===== src/rtl/game_stats_if.sv =====
// Bundle between the round/score core and its consumers: event and control
// levels in, score/time/lives/state out.
interface game_stats_if #(
  parameter int SCORE_W = 14,
  parameter int TIME_W  = 9,
  parameter int LIVES_W = 2
);
  logic               start;
  logic               pause;
  logic               coin_det_in;
  logic               outbounds;
  logic               game_win;
  logic [SCORE_W-1:0] score;
  logic [TIME_W-1:0]  g_time;
  logic [LIVES_W-1:0] lives;
  logic [SCORE_W-1:0] high_score;
  logic [2:0]         state;
  logic               game_over;
  logic               game_won;

  modport master (
    output start, pause, coin_det_in, outbounds, game_win,
    input  score, g_time, lives, high_score, state, game_over, game_won
  );

  modport slave (
    input  start, pause, coin_det_in, outbounds, game_win,
    output score, g_time, lives, high_score, state, game_over, game_won
  );
endinterface


===== src/rtl/game_stats_core.sv =====
// Round state machine with edge-detected collision events, saturating score,
// prescaled countdown timer, lives and a high score retained across rounds.
module game_stats_core #(
  parameter int SCORE_W      = 14,
  parameter int TIME_W       = 9,
  parameter int LIVES_W      = 2,
  parameter int START_TIME   = 500,
  parameter int START_LIVES  = 3,
  parameter int COIN_PTS     = 10,
  parameter int WIN_BONUS    = 500,
  parameter int TIME_MULT    = 2,
  parameter int TICK_DIV     = 67108864,
  parameter int RESPAWN_CYC  = 1024,
  parameter bit ZERO_ON_LOSS = 1'b1
) (
  input logic        clk,
  input logic        rst,
  game_stats_if.slave bus
);

  localparam int SUM_W = SCORE_W + TIME_W + 4;
  localparam int PRE_W = (TICK_DIV > 1) ? $clog2(TICK_DIV) : 1;
  localparam int RSP_W = (RESPAWN_CYC > 1) ? $clog2(RESPAWN_CYC) : 1;

  localparam logic [SUM_W-1:0]   SCORE_MAX = {{(SUM_W-SCORE_W){1'b0}}, {SCORE_W{1'b1}}};
  localparam logic [PRE_W-1:0]   PRE_LAST  = PRE_W'(TICK_DIV - 1);
  localparam logic [RSP_W-1:0]   RSP_LAST  = RSP_W'(RESPAWN_CYC - 1);
  localparam logic [TIME_W-1:0]  TIME_INIT = TIME_W'(START_TIME);
  localparam logic [LIVES_W-1:0] LIVES_INIT = LIVES_W'(START_LIVES);

  typedef enum logic [2:0] {
    ST_READY   = 3'd0,
    ST_PLAY    = 3'd1,
    ST_RESPAWN = 3'd2,
    ST_WON     = 3'd3,
    ST_OVER    = 3'd4
  } state_e;

  state_e             state_q, state_d;
  logic [SCORE_W-1:0] score_q, score_d;
  logic [SCORE_W-1:0] high_q, high_d;
  logic [TIME_W-1:0]  g_time_q, g_time_d;
  logic [LIVES_W-1:0] lives_q, lives_d;
  logic [PRE_W-1:0]   pre_q, pre_d;
  logic [RSP_W-1:0]   rsp_q, rsp_d;
  logic [3:0]         prev_q;

  logic [3:0]         in_now, ev;
  logic               start_ev, coin_ev, out_ev, win_ev;
  logic               running, tick, time_out;
  logic [TIME_W-1:0]  time_dec;
  logic [SUM_W-1:0]   add_w, sum_w;
  logic [SCORE_W-1:0] score_sat;

  assign in_now   = {bus.game_win, bus.outbounds, bus.coin_det_in, bus.start};
  assign ev       = in_now & ~prev_q;
  assign start_ev = ev[0];
  assign coin_ev  = ev[1];
  assign out_ev   = ev[2];
  assign win_ev   = ev[3];

  // Game time only advances while the character is in the world and unpaused.
  assign running  = ((state_q == ST_PLAY) || (state_q == ST_RESPAWN)) && !bus.pause;
  assign tick     = running && (pre_q == PRE_LAST);
  assign time_dec = (tick && (g_time_q != '0)) ? g_time_q - TIME_W'(1) : g_time_q;
  assign time_out = tick && (time_dec == '0);

  // Credit is summed wide so a win with a large remaining time cannot wrap.
  always_comb begin
    add_w = '0;
    if (coin_ev) add_w = add_w + SUM_W'(COIN_PTS);
    if (win_ev)  add_w = add_w + SUM_W'(WIN_BONUS) + SUM_W'(TIME_MULT) * SUM_W'(g_time_q);
    sum_w     = SUM_W'(score_q) + add_w;
    score_sat = (sum_w > SCORE_MAX) ? {SCORE_W{1'b1}} : sum_w[SCORE_W-1:0];
  end

  // NOTE: every next-state signal gets its hold value first so no path
  // through the case statement leaves one unassigned (which would infer a latch).
  always_comb begin
    state_d  = state_q;
    score_d  = score_q;
    high_d   = high_q;
    g_time_d = g_time_q;
    lives_d  = lives_q;
    pre_d    = pre_q;
    rsp_d    = rsp_q;

    if (running) pre_d = tick ? '0 : pre_q + PRE_W'(1);

    unique case (state_q)
      ST_READY, ST_WON, ST_OVER: begin
        if (start_ev) begin
          state_d  = ST_PLAY;
          score_d  = '0;
          g_time_d = TIME_INIT;
          lives_d  = LIVES_INIT;
          pre_d    = '0;
        end
      end
      ST_PLAY: begin
        g_time_d = time_dec;
        score_d  = score_sat;
        if (win_ev) begin
          state_d = ST_WON;
        end else if (out_ev) begin
          lives_d = (lives_q != '0) ? lives_q - LIVES_W'(1) : lives_q;
          if (lives_d == '0 || time_out) begin
            state_d = ST_OVER;
          end else begin
            state_d = ST_RESPAWN;
            rsp_d   = '0;
          end
        end else if (time_out) begin
          state_d = ST_OVER;
        end
      end
      ST_RESPAWN: begin
        g_time_d = time_dec;
        rsp_d    = rsp_q + RSP_W'(1);
        if (time_out)              state_d = ST_OVER;
        else if (rsp_q == RSP_LAST) state_d = ST_PLAY;
      end
      default: state_d = ST_READY;
    endcase

    // A loss of the last life wipes the score before it can reach the high score.
    if (ZERO_ON_LOSS && (state_d == ST_OVER) && (state_q != ST_OVER) && (lives_d == '0))
      score_d = '0;

    if ((state_d != state_q) && ((state_d == ST_WON) || (state_d == ST_OVER)) &&
        (score_d > high_q))
      high_d = score_d;
  end

  // NOTE: state registers use non-blocking assignments so every flop samples
  // the pre-edge values regardless of statement order.
  always_ff @(posedge clk or negedge rst) begin
    if (!rst) begin
      state_q  <= ST_READY;
      score_q  <= '0;
      high_q   <= '0;
      g_time_q <= TIME_INIT;
      lives_q  <= LIVES_INIT;
      pre_q    <= '0;
      rsp_q    <= '0;
      prev_q   <= '0;
    end else begin
      state_q  <= state_d;
      score_q  <= score_d;
      high_q   <= high_d;
      g_time_q <= g_time_d;
      lives_q  <= lives_d;
      pre_q    <= pre_d;
      rsp_q    <= rsp_d;
      prev_q   <= in_now;
    end
  end

  assign bus.score      = score_q;
  assign bus.high_score = high_q;
  assign bus.g_time     = g_time_q;
  assign bus.lives      = lives_q;
  assign bus.state      = state_q;
  assign bus.game_over  = (state_q == ST_OVER);
  assign bus.game_won   = (state_q == ST_WON);

endmodule


===== src/flat_wrapper.sv =====
// flat-port wrapper written by rule: the top's interface ports become plain ports
module game_stats_core_flat 
#(
  parameter int SCORE_W      = 14,
  parameter int TIME_W       = 9,
  parameter int LIVES_W      = 2,
  parameter int START_TIME   = 500,
  parameter int START_LIVES  = 3,
  parameter int COIN_PTS     = 10,
  parameter int WIN_BONUS    = 500,
  parameter int TIME_MULT    = 2,
  parameter int TICK_DIV     = 67108864,
  parameter int RESPAWN_CYC  = 1024,
  parameter bit ZERO_ON_LOSS = 1'b1
)
  (clk, rst, bus_start, bus_pause, bus_coin_det_in, bus_outbounds, bus_game_win, bus_score, bus_g_time, bus_lives, bus_high_score, bus_state, bus_game_over, bus_game_won);
  game_stats_if #(.SCORE_W(SCORE_W), .TIME_W(TIME_W), .LIVES_W(LIVES_W)) bus_i ();
  input logic clk;
  input logic rst;
  input wire logic [$bits(bus_i.start)-1:0] bus_start;
  input wire logic [$bits(bus_i.pause)-1:0] bus_pause;
  input wire logic [$bits(bus_i.coin_det_in)-1:0] bus_coin_det_in;
  input wire logic [$bits(bus_i.outbounds)-1:0] bus_outbounds;
  input wire logic [$bits(bus_i.game_win)-1:0] bus_game_win;
  output wire logic [$bits(bus_i.score)-1:0] bus_score;
  output wire logic [$bits(bus_i.g_time)-1:0] bus_g_time;
  output wire logic [$bits(bus_i.lives)-1:0] bus_lives;
  output wire logic [$bits(bus_i.high_score)-1:0] bus_high_score;
  output wire logic [$bits(bus_i.state)-1:0] bus_state;
  output wire logic [$bits(bus_i.game_over)-1:0] bus_game_over;
  output wire logic [$bits(bus_i.game_won)-1:0] bus_game_won;
  assign bus_i.start = bus_start;
  assign bus_i.pause = bus_pause;
  assign bus_i.coin_det_in = bus_coin_det_in;
  assign bus_i.outbounds = bus_outbounds;
  assign bus_i.game_win = bus_game_win;
  assign bus_score = bus_i.score;
  assign bus_g_time = bus_i.g_time;
  assign bus_lives = bus_i.lives;
  assign bus_high_score = bus_i.high_score;
  assign bus_state = bus_i.state;
  assign bus_game_over = bus_i.game_over;
  assign bus_game_won = bus_i.game_won;
  game_stats_core #(.SCORE_W(SCORE_W), .TIME_W(TIME_W), .LIVES_W(LIVES_W), .START_TIME(START_TIME), .START_LIVES(START_LIVES), .COIN_PTS(COIN_PTS), .WIN_BONUS(WIN_BONUS), .TIME_MULT(TIME_MULT), .TICK_DIV(TICK_DIV), .RESPAWN_CYC(RESPAWN_CYC), .ZERO_ON_LOSS(ZERO_ON_LOSS)) u_core (.clk(clk), .rst(rst), .bus(bus_i));
endmodule

===== config.mk =====
export PLATFORM = sky130hd
export DESIGN_NAME = game_stats_core_flat
export DESIGN_NICKNAME = d
export VERILOG_FILES = /design/src/rtl/game_stats_if.sv /design/src/rtl/game_stats_core.sv /design/src/flat_wrapper.sv
export SDC_FILE = /design/constraint.sdc
export NUM_CORES = 1
export LEC_CHECK = 0
export ABC_AREA = 1
export CORE_MARGIN = 5
export CORE_UTILIZATION = 53
export CTS_CLUSTER_SIZE = 30
export DETAILED_ROUTE_END_ITERATION = 8
export HOLD_SLACK_MARGIN = 0.06
export PLACE_DENSITY = 0.84
export RECOVER_POWER = 50
export SYNTH_ARGS = -nofsm -noshare
export SYNTH_HDL_FRONTEND = slang
export SYNTH_SLANG_ARGS = --single-unit

===== constraint.sdc =====
create_clock -name clk -period 4.99 [get_ports clk]
set_input_delay 0.499 -clock clk [delete_from_list [all_inputs] [get_ports clk]]
set_output_delay 0.499 -clock clk [all_outputs]
set_load 0.005 [all_outputs]

==> flow_summary.toml, run 1 <==
[synth]
synth_cell_type_count = 47
synth_top_area_share_pct = 34.2
synth_area_mm2 = 0.00541
netlist_top_cells_count = "nand2_1, inv_1, dfrtp_1"
yosysTopAreaCell = "dfrtp_1"
syn_area_per_cell_um2 = 7.79
synth_warnings = 0
synth.area.top_cells = "dfrtp_1, nand2_1, ha_1"
synthFlopType = "dfrtp_1"
ys_seq_area_share_pct = 38.1
syn_inst = 694
synth-seq-cells = 82
async_flop_share_pct = 100
synth-edff-count = 0
yosysMostFrequentCell = "nand2_1"
syn_nets = 732

[drt]
drc = 0
wl_met2_um = 7200
totalWireLength_um = 14300
ant_nets = 0
drt_iter0_drc = 428
routed.top_layer = "met4"
wl_met1_um = 6130
routedWlPerCell_um = 15.3
viasPerCell = 5.55
firstDrtPassIters = 5
met3WireLength_um = 571
vias = 5215

[power]
clkPwrFrac_pct = 11.2
p_seq_share_pct = 25.8
peakVddDrop_uv = 376
p_switching_mw = 1.90
leakagePower_nw = 3.32
p_comb_share_pct = 63.0
powerDensity_mw_per_mm2 = 594
p_sw_share_pct = 46.9
p_int_mw = 2.15

[grt]
grt-ovfl-total = 0
grt_start_max_net_pins = 83
grt_pass1_wl_um = 23300
grt_pass1_vias = 5273
grtUsageTotal_pct = 22.4
antenna_found_initial = 0

[final_layout]
drive_above_1_share_pct = 22.0
num-nets-final = 839
num_antenna_cells = 0
final_core_util_pct = 69.2
fillers = 735
fin_area_mm2 = 0.00682
syn_to_final_growth_pct = 26.1

[floorplan]
start_util_pct = 54.8
ios = 51
die_h_um = 111
dieArea_mm2 = 0.0123
die_x_um = 111
rows = 36
core_area_mm2 = 0.00986

[timing]
timing.final.crit_share_pct = 97.1
final.min_clock_period_ns = 4.85
slew_headroom_pct = -33.4
worst_clock_skew_ns = 0.0136
slew_viol_final = 83
hold_viol = 0
setup_viol = 0
worstMarginPinSlew_ns = 2.00
max_freq_ghz = 0.206
finalSetupTns_ns = 0
holdWs_ns = 0.295

[setup_path]
r2r-end = "u_core.bus.high_score[4]$_DFFE_PN0P_"
reg2regPathDepth = 30
crit_family = "simple AND/OR/NAND/NOR gates"
end_kind = "register"
rr_startpoint = "u_core.bus.g_time[2]$_DFFE_PN1P_"
slowest_stage = "dfstp_2"
max_stage_delay_ns = 0.61
crit_top_cell = "nand2_1"
crit_buf_inv = 5
crit_start = "u_core.bus.g_time[2]$_DFFE_PN1P_"
rrSetupSlack_ns = 0.14
critPathMaxFanout = 14
cp-start-kind = "register"
arrival_ns = 5.15
cp.required_ns = 5.30
critical_path_class = "register to register"

[worst_hold_path]
worstHoldPathCells = 1
min_from = "bus_coin_det_in"
min_to = "u_core.prev_q[1]$_DFF_PN0_"
hold_path_class = "input port to register"

[clock_tree]
insertion_delay_ns = 0.36
clkSinkCount = 82
clk_path_buf_depth = 2
cts_root_buf = "clkbuf_8"
numCtsBuffers = 9
cts-htree-levels = 3
postCtsHoldBufs = 0
cts_tree = "done"
clk_pin_slew_ns = 0.09

[placed_design]
port_buffers = 50
gp_congestion = 0.895
place_area_mm2 = 0.00633
dpl.hpwl_um = 9920

[outcome]
status = "finished with violations"
violations = "max-capacitance violations, max-slew violations"

[run]
max_cap_violations = 1
## power by group through the flow
stage                     sequential, mW  clock [mW]  combinational [mW]
final                               1.05       0.452                2.55
after global routing                1.07       0.491                2.78
after CTS                           1.04       0.459                2.27
after detailed placement            1.05           0                2.18
after global placement              1.05           0                2.10
after floorplan                     1.01           0                1.37
## layout by cell type (no fill, tap or decap), drive strengths merged, types with 2 or more instances in the layout
cell type and count:
a211oi 4, a21oi 69, a22oi 6, a31oi 5, buf 57, clkbuf 13
clkdlybuf4s50 31, clkinv 2, clkinvlp 3, dfrtp 74, dfstp 8, dlygate4sd3 17
ha 30, inv 105, nand2 144, nand3 46, nand4 5, nor2 73
nor3 21, o211ai 3, o21ai 40, o22ai 14, xnor2 2, xor2 21
## routing by layer
layer  GRT usage, %  up-vias
li1               -     2506
met1           27.3     2513
met2           40.1      154
met3           4.09       42
met4           7.30        0
met5              0        -
## worst register-to-register path, delay by kind of cell (launching register included)
kind	cells	cell delay [ns]
compound gates	10	1.34
simple gates	12	1.41
buf+inv	5	0.48
fa+ha+maj	3	0.95
flops	1	0.61
## logic make-up (layout without fill, tap and decap cells)
kind of cell,after synthesis,count (layout),synth area share (%)
buffers and inverters,118,229,8.70
and+or+nand+nor,293,294,27.0
AOI/OAI and AO/OA,147,147,15.1
adders and majority gates,31,31,7.31
xor gates and xnor gates,23,23,3.72
DFF,82,82,38.1
## what timing repair did
action	in CTS	in global routing
setup buffers	0	15
gates resized for setup	9	47
setup endpoints to repair	14	14
hold endpoints to repair	0	0
pin swaps	1	26
cloned	1	0
## cell type report
type	count	area [um^2]	area share, %
tap	133	166	2.44
inverter	106	398	5.83
multi-input combinational	495	3080	45.1
clock inverter	4	27.5	0.404
clock buffer	12	145	2.13
sequential	82	2060	30.2
timing repair buffer	107	946	13.9
## registers in the layout, summed over array words and instances (netlist names)
name and flops:
u_core.bus.state 3, u_core.pre_q 26, u_core.bus.lives 2, u_core.bus.score 14
u_core.rsp_q 10, u_core.bus.g_time 9, u_core.prev_q 4, u_core.bus.high_score 14
## metrics by stage
step           std cells  setup WS (ns)  total power [mW]
2_1_floorplan        694          0.215              2.39
3_3_place_gp         907         -0.415              3.15
3_5_place_dp         907         -0.642              3.23
4_1_cts              924         0.0195              3.77
5_1_grt              939         -0.236              4.34
6_report             939          0.143              4.05
## how the worst max path moves through the flow
stage	end	cells past startpoint
floorplan	u_core.bus.high_score[10]$_DFFE_PN0P_	34
global placement	u_core.bus.high_score[0]$_DFFE_PN0P_	33
detailed placement	u_core.bus.high_score[1]$_DFFE_PN0P_	31
CTS	u_core.bus.high_score[5]$_DFFE_PN0P_	33
global route	u_core.bus.high_score[4]$_DFFE_PN0P_	30
finish	u_core.bus.high_score[4]$_DFFE_PN0P_	30
No activity file was read; power rests on OpenSTA's default activity.
==> run 2: changes to the inputs <==
--- a/config.mk
+++ b/config.mk
@@ -6,6 +6,7 @@
 export NUM_CORES = 1
 export LEC_CHECK = 0
 export ABC_AREA = 1
+export CORE_ASPECT_RATIO = 1.75
 export CORE_MARGIN = 5
 export CORE_UTILIZATION = 53
 export CTS_CLUSTER_SIZE = 30
==> run 2 against run 1 <==
Net effect: the flow still finishes with violations (max-capacitance violations, max-slew violations); worst hold slack improved by 0.15 ns; sequential cell count did not move; routed wire length rose by 12%; via count rose by 4.1%; core utilization rose by 1.2 points; register-to-register slack improved by 0.12 ns; die area rose by 0.65%; combinational power rose by 2%; power rose by 8.0%; sequential share of layout area fell by 0.66 points; critical endpoint is now u_core.bus.high_score[2]$_DFFE_PN0P_.
==> flow_summary.toml, run 2 (synthesis gave the netlist of run 1 again) <==
[outcome]
status = "finished with violations"
violations = "max-capacitance violations, max-slew violations"

[grt]
grt_start_max_net_pins = 83
grtUsageTotal_pct = 26.2
antenna_found_initial = 0
grt_pass1_vias = 5620
grt_pass1_wl_um = 25500
grt-ovfl-total = 0

[clock_tree]
clk_path_buf_depth = 2
clk_pin_slew_ns = 0.06
clkSinkCount = 82
numCtsBuffers = 9
cts-htree-levels = 3
insertion_delay_ns = 0.34
postCtsHoldBufs = 0
cts_tree = "done"
cts_root_buf = "clkbuf_16"

[placed_design]
place_area_mm2 = 0.00639
dpl.hpwl_um = 11500
gp_congestion = 0.945
pre_cts_slack_ns = -1.04
port_buffers = 50

[timing]
holdWs_ns = 0.447
final.min_clock_period_ns = 4.75
finalSetupTns_ns = 0
fin_ws_ns = 0.237
max_freq_ghz = 0.210
hold_viol = 0
slew_viol_final = 83
worst_clock_skew_ns = 0.00921
setup_viol = 0
worstMarginPinSlew_ns = 2.08
slew_headroom_pct = -38.7
timing.final.crit_share_pct = 95.3

[drt]
viasPerCell = 5.83
totalWireLength_um = 16000
drc = 0
vias = 5431
drt_iter0_drc = 424
ant_nets = 0
routedWlPerCell_um = 17.2
firstDrtPassIters = 7

[power]
leakagePower_nw = 3.39
powerDensity_mw_per_mm2 = 627
peakVddDrop_uv = 929

[setup_path]
arrival_ns = 4.98
max_stage_delay_ns = 0.34
rrSetupSlack_ns = 0.26
critical_path_class = "input port to register"
reg2regPathDepth = 29
cp-start-kind = "input port"
end_kind = "register"
r2r-end = "u_core.bus.high_score[2]$_DFFE_PN0P_"
slowest_stage = "ha_1"
crit_top_cell = "nand2_1"
critPathMaxFanout = 7
cp.required_ns = 5.22
rr_startpoint = "u_core.bus.g_time[2]$_DFFE_PN1P_"

[floorplan]
start_util_pct = 54.6
core_area_mm2 = 0.00991
rows = 48
die_h_um = 144
dieArea_mm2 = 0.0124
ios = 51
die_x_um = 86.4

[final_layout]
syn_to_final_growth_pct = 28.9
layout_commonest_cell = "nand2_1"
multi_input_area_mm2 = 0.00309
final_core_util_pct = 70.4
drive_above_1_share_pct = 22.4
seqCellArea_mm2 = 0.00206
fin_area_mm2 = 0.00697
final_cell_mix = "nand2_1, inv_1, dfrtp_1"
fillers = 707
top_register = "u_core.pre_q"
largest_reg_flops = 26
num-nets-final = 840
num_antenna_cells = 0

[worst_hold_path]
min_to = "u_core.prev_q[1]$_DFF_PN0_"
worstHoldPathCells = 1
min_from = "bus_coin_det_in"
hold_path_class = "input port to register"

[run]
max_cap_violations = 1
run 2: changes by cell type in the layout (fill, tap and decap cells not counted), moves of 2 or more:
cell | before | now
clkbuf_8 | 10 | 1
nor3_1 | 16 | 18
a21oi_1 | 56 | 52
nand2_1 | 108 | 113
a21oi_2 | 13 | 16
o21ai_2 | 1 | 3
clkinvlp_4 | 3 | 1
bufinv_16 | 0 | 2
nand2_2 | 31 | 27
inv_2 | 5 | 7
clkbuf_16 | 0 | 9
inv_1 | 100 | 98
run 2: how the worst max path moves through the flow:
stage | startpoint | cells past startpoint | to
floorplan | bus_coin_det_in | 34 | u_core.bus.high_score[10]$_DFFE_PN0P_
detailed placement | bus_coin_det_in | 31 | u_core.bus.high_score[2]$_DFFE_PN0P_
finish | bus_coin_det_in | 32 | u_core.bus.high_score[2]$_DFFE_PN0P_
global placement | bus_coin_det_in | 31 | u_core.bus.high_score[1]$_DFFE_PN0P_
global route | bus_game_win | 29 | u_core.bus.high_score[11]$_DFFE_PN0P_
CTS | bus_coin_det_in | 33 | u_core.bus.high_score[2]$_DFFE_PN0P_
run 2: critical path: cells and delay by family:
family	cells	cell delay (ns)
compound gates	10	1.39
simple gates	14	1.66
buf+inv	5	0.60
fa+ha+maj	3	0.81
run 2: area by class of cell:
cell class	count	area share [%]
clock inverter	5	1.11
clock buffer	11	3.48
tap	125	2.24
sequential	82	29.6
inverter	106	5.71
multi-input combinational	495	44.3
timing repair buffer	108	13.6
run 2: what timing repair did:
item | 4_1_cts | 5_1_grt
buffers inserted | 2 | 4
pin swaps | 13 | 18
gates resized for setup | 24 | 36
setup endpoints to repair | 14 | 14
gates cloned | 1 | 1
run 2: power by group:
| group | internal, mW | total [mW] | leakage (nW) | switching (mW) |
|---|---|---|---|---|
| combinational | 1.09 | 2.60 | 2.16 | 1.51 |
| clock | 0.451 | 0.728 | 0.156 | 0.277 |
| sequential | 0.855 | 1.05 | 1.08 | 0.193 |
run 2: metal layers:
layer  share of wire, %  track usage [%]  wire (um)  vias up
li1                   -                -          -     2519
met1                 34             24.0       5430     2616
met2                 55             48.8       8820      195
met3                3.6             5.45        576      101
met4                7.5             19.8       1210        0
met5                  0                0          0        -
run 2: per-stage QoR:
step / power (mW) / instances
after global placement: 3.23 / 908
after global routing: 4.63 / 932
after CTS: 4.24 / 927
after detailed placement: 3.32 / 908
final: 4.38 / 932
after floorplan: 2.39 / 694
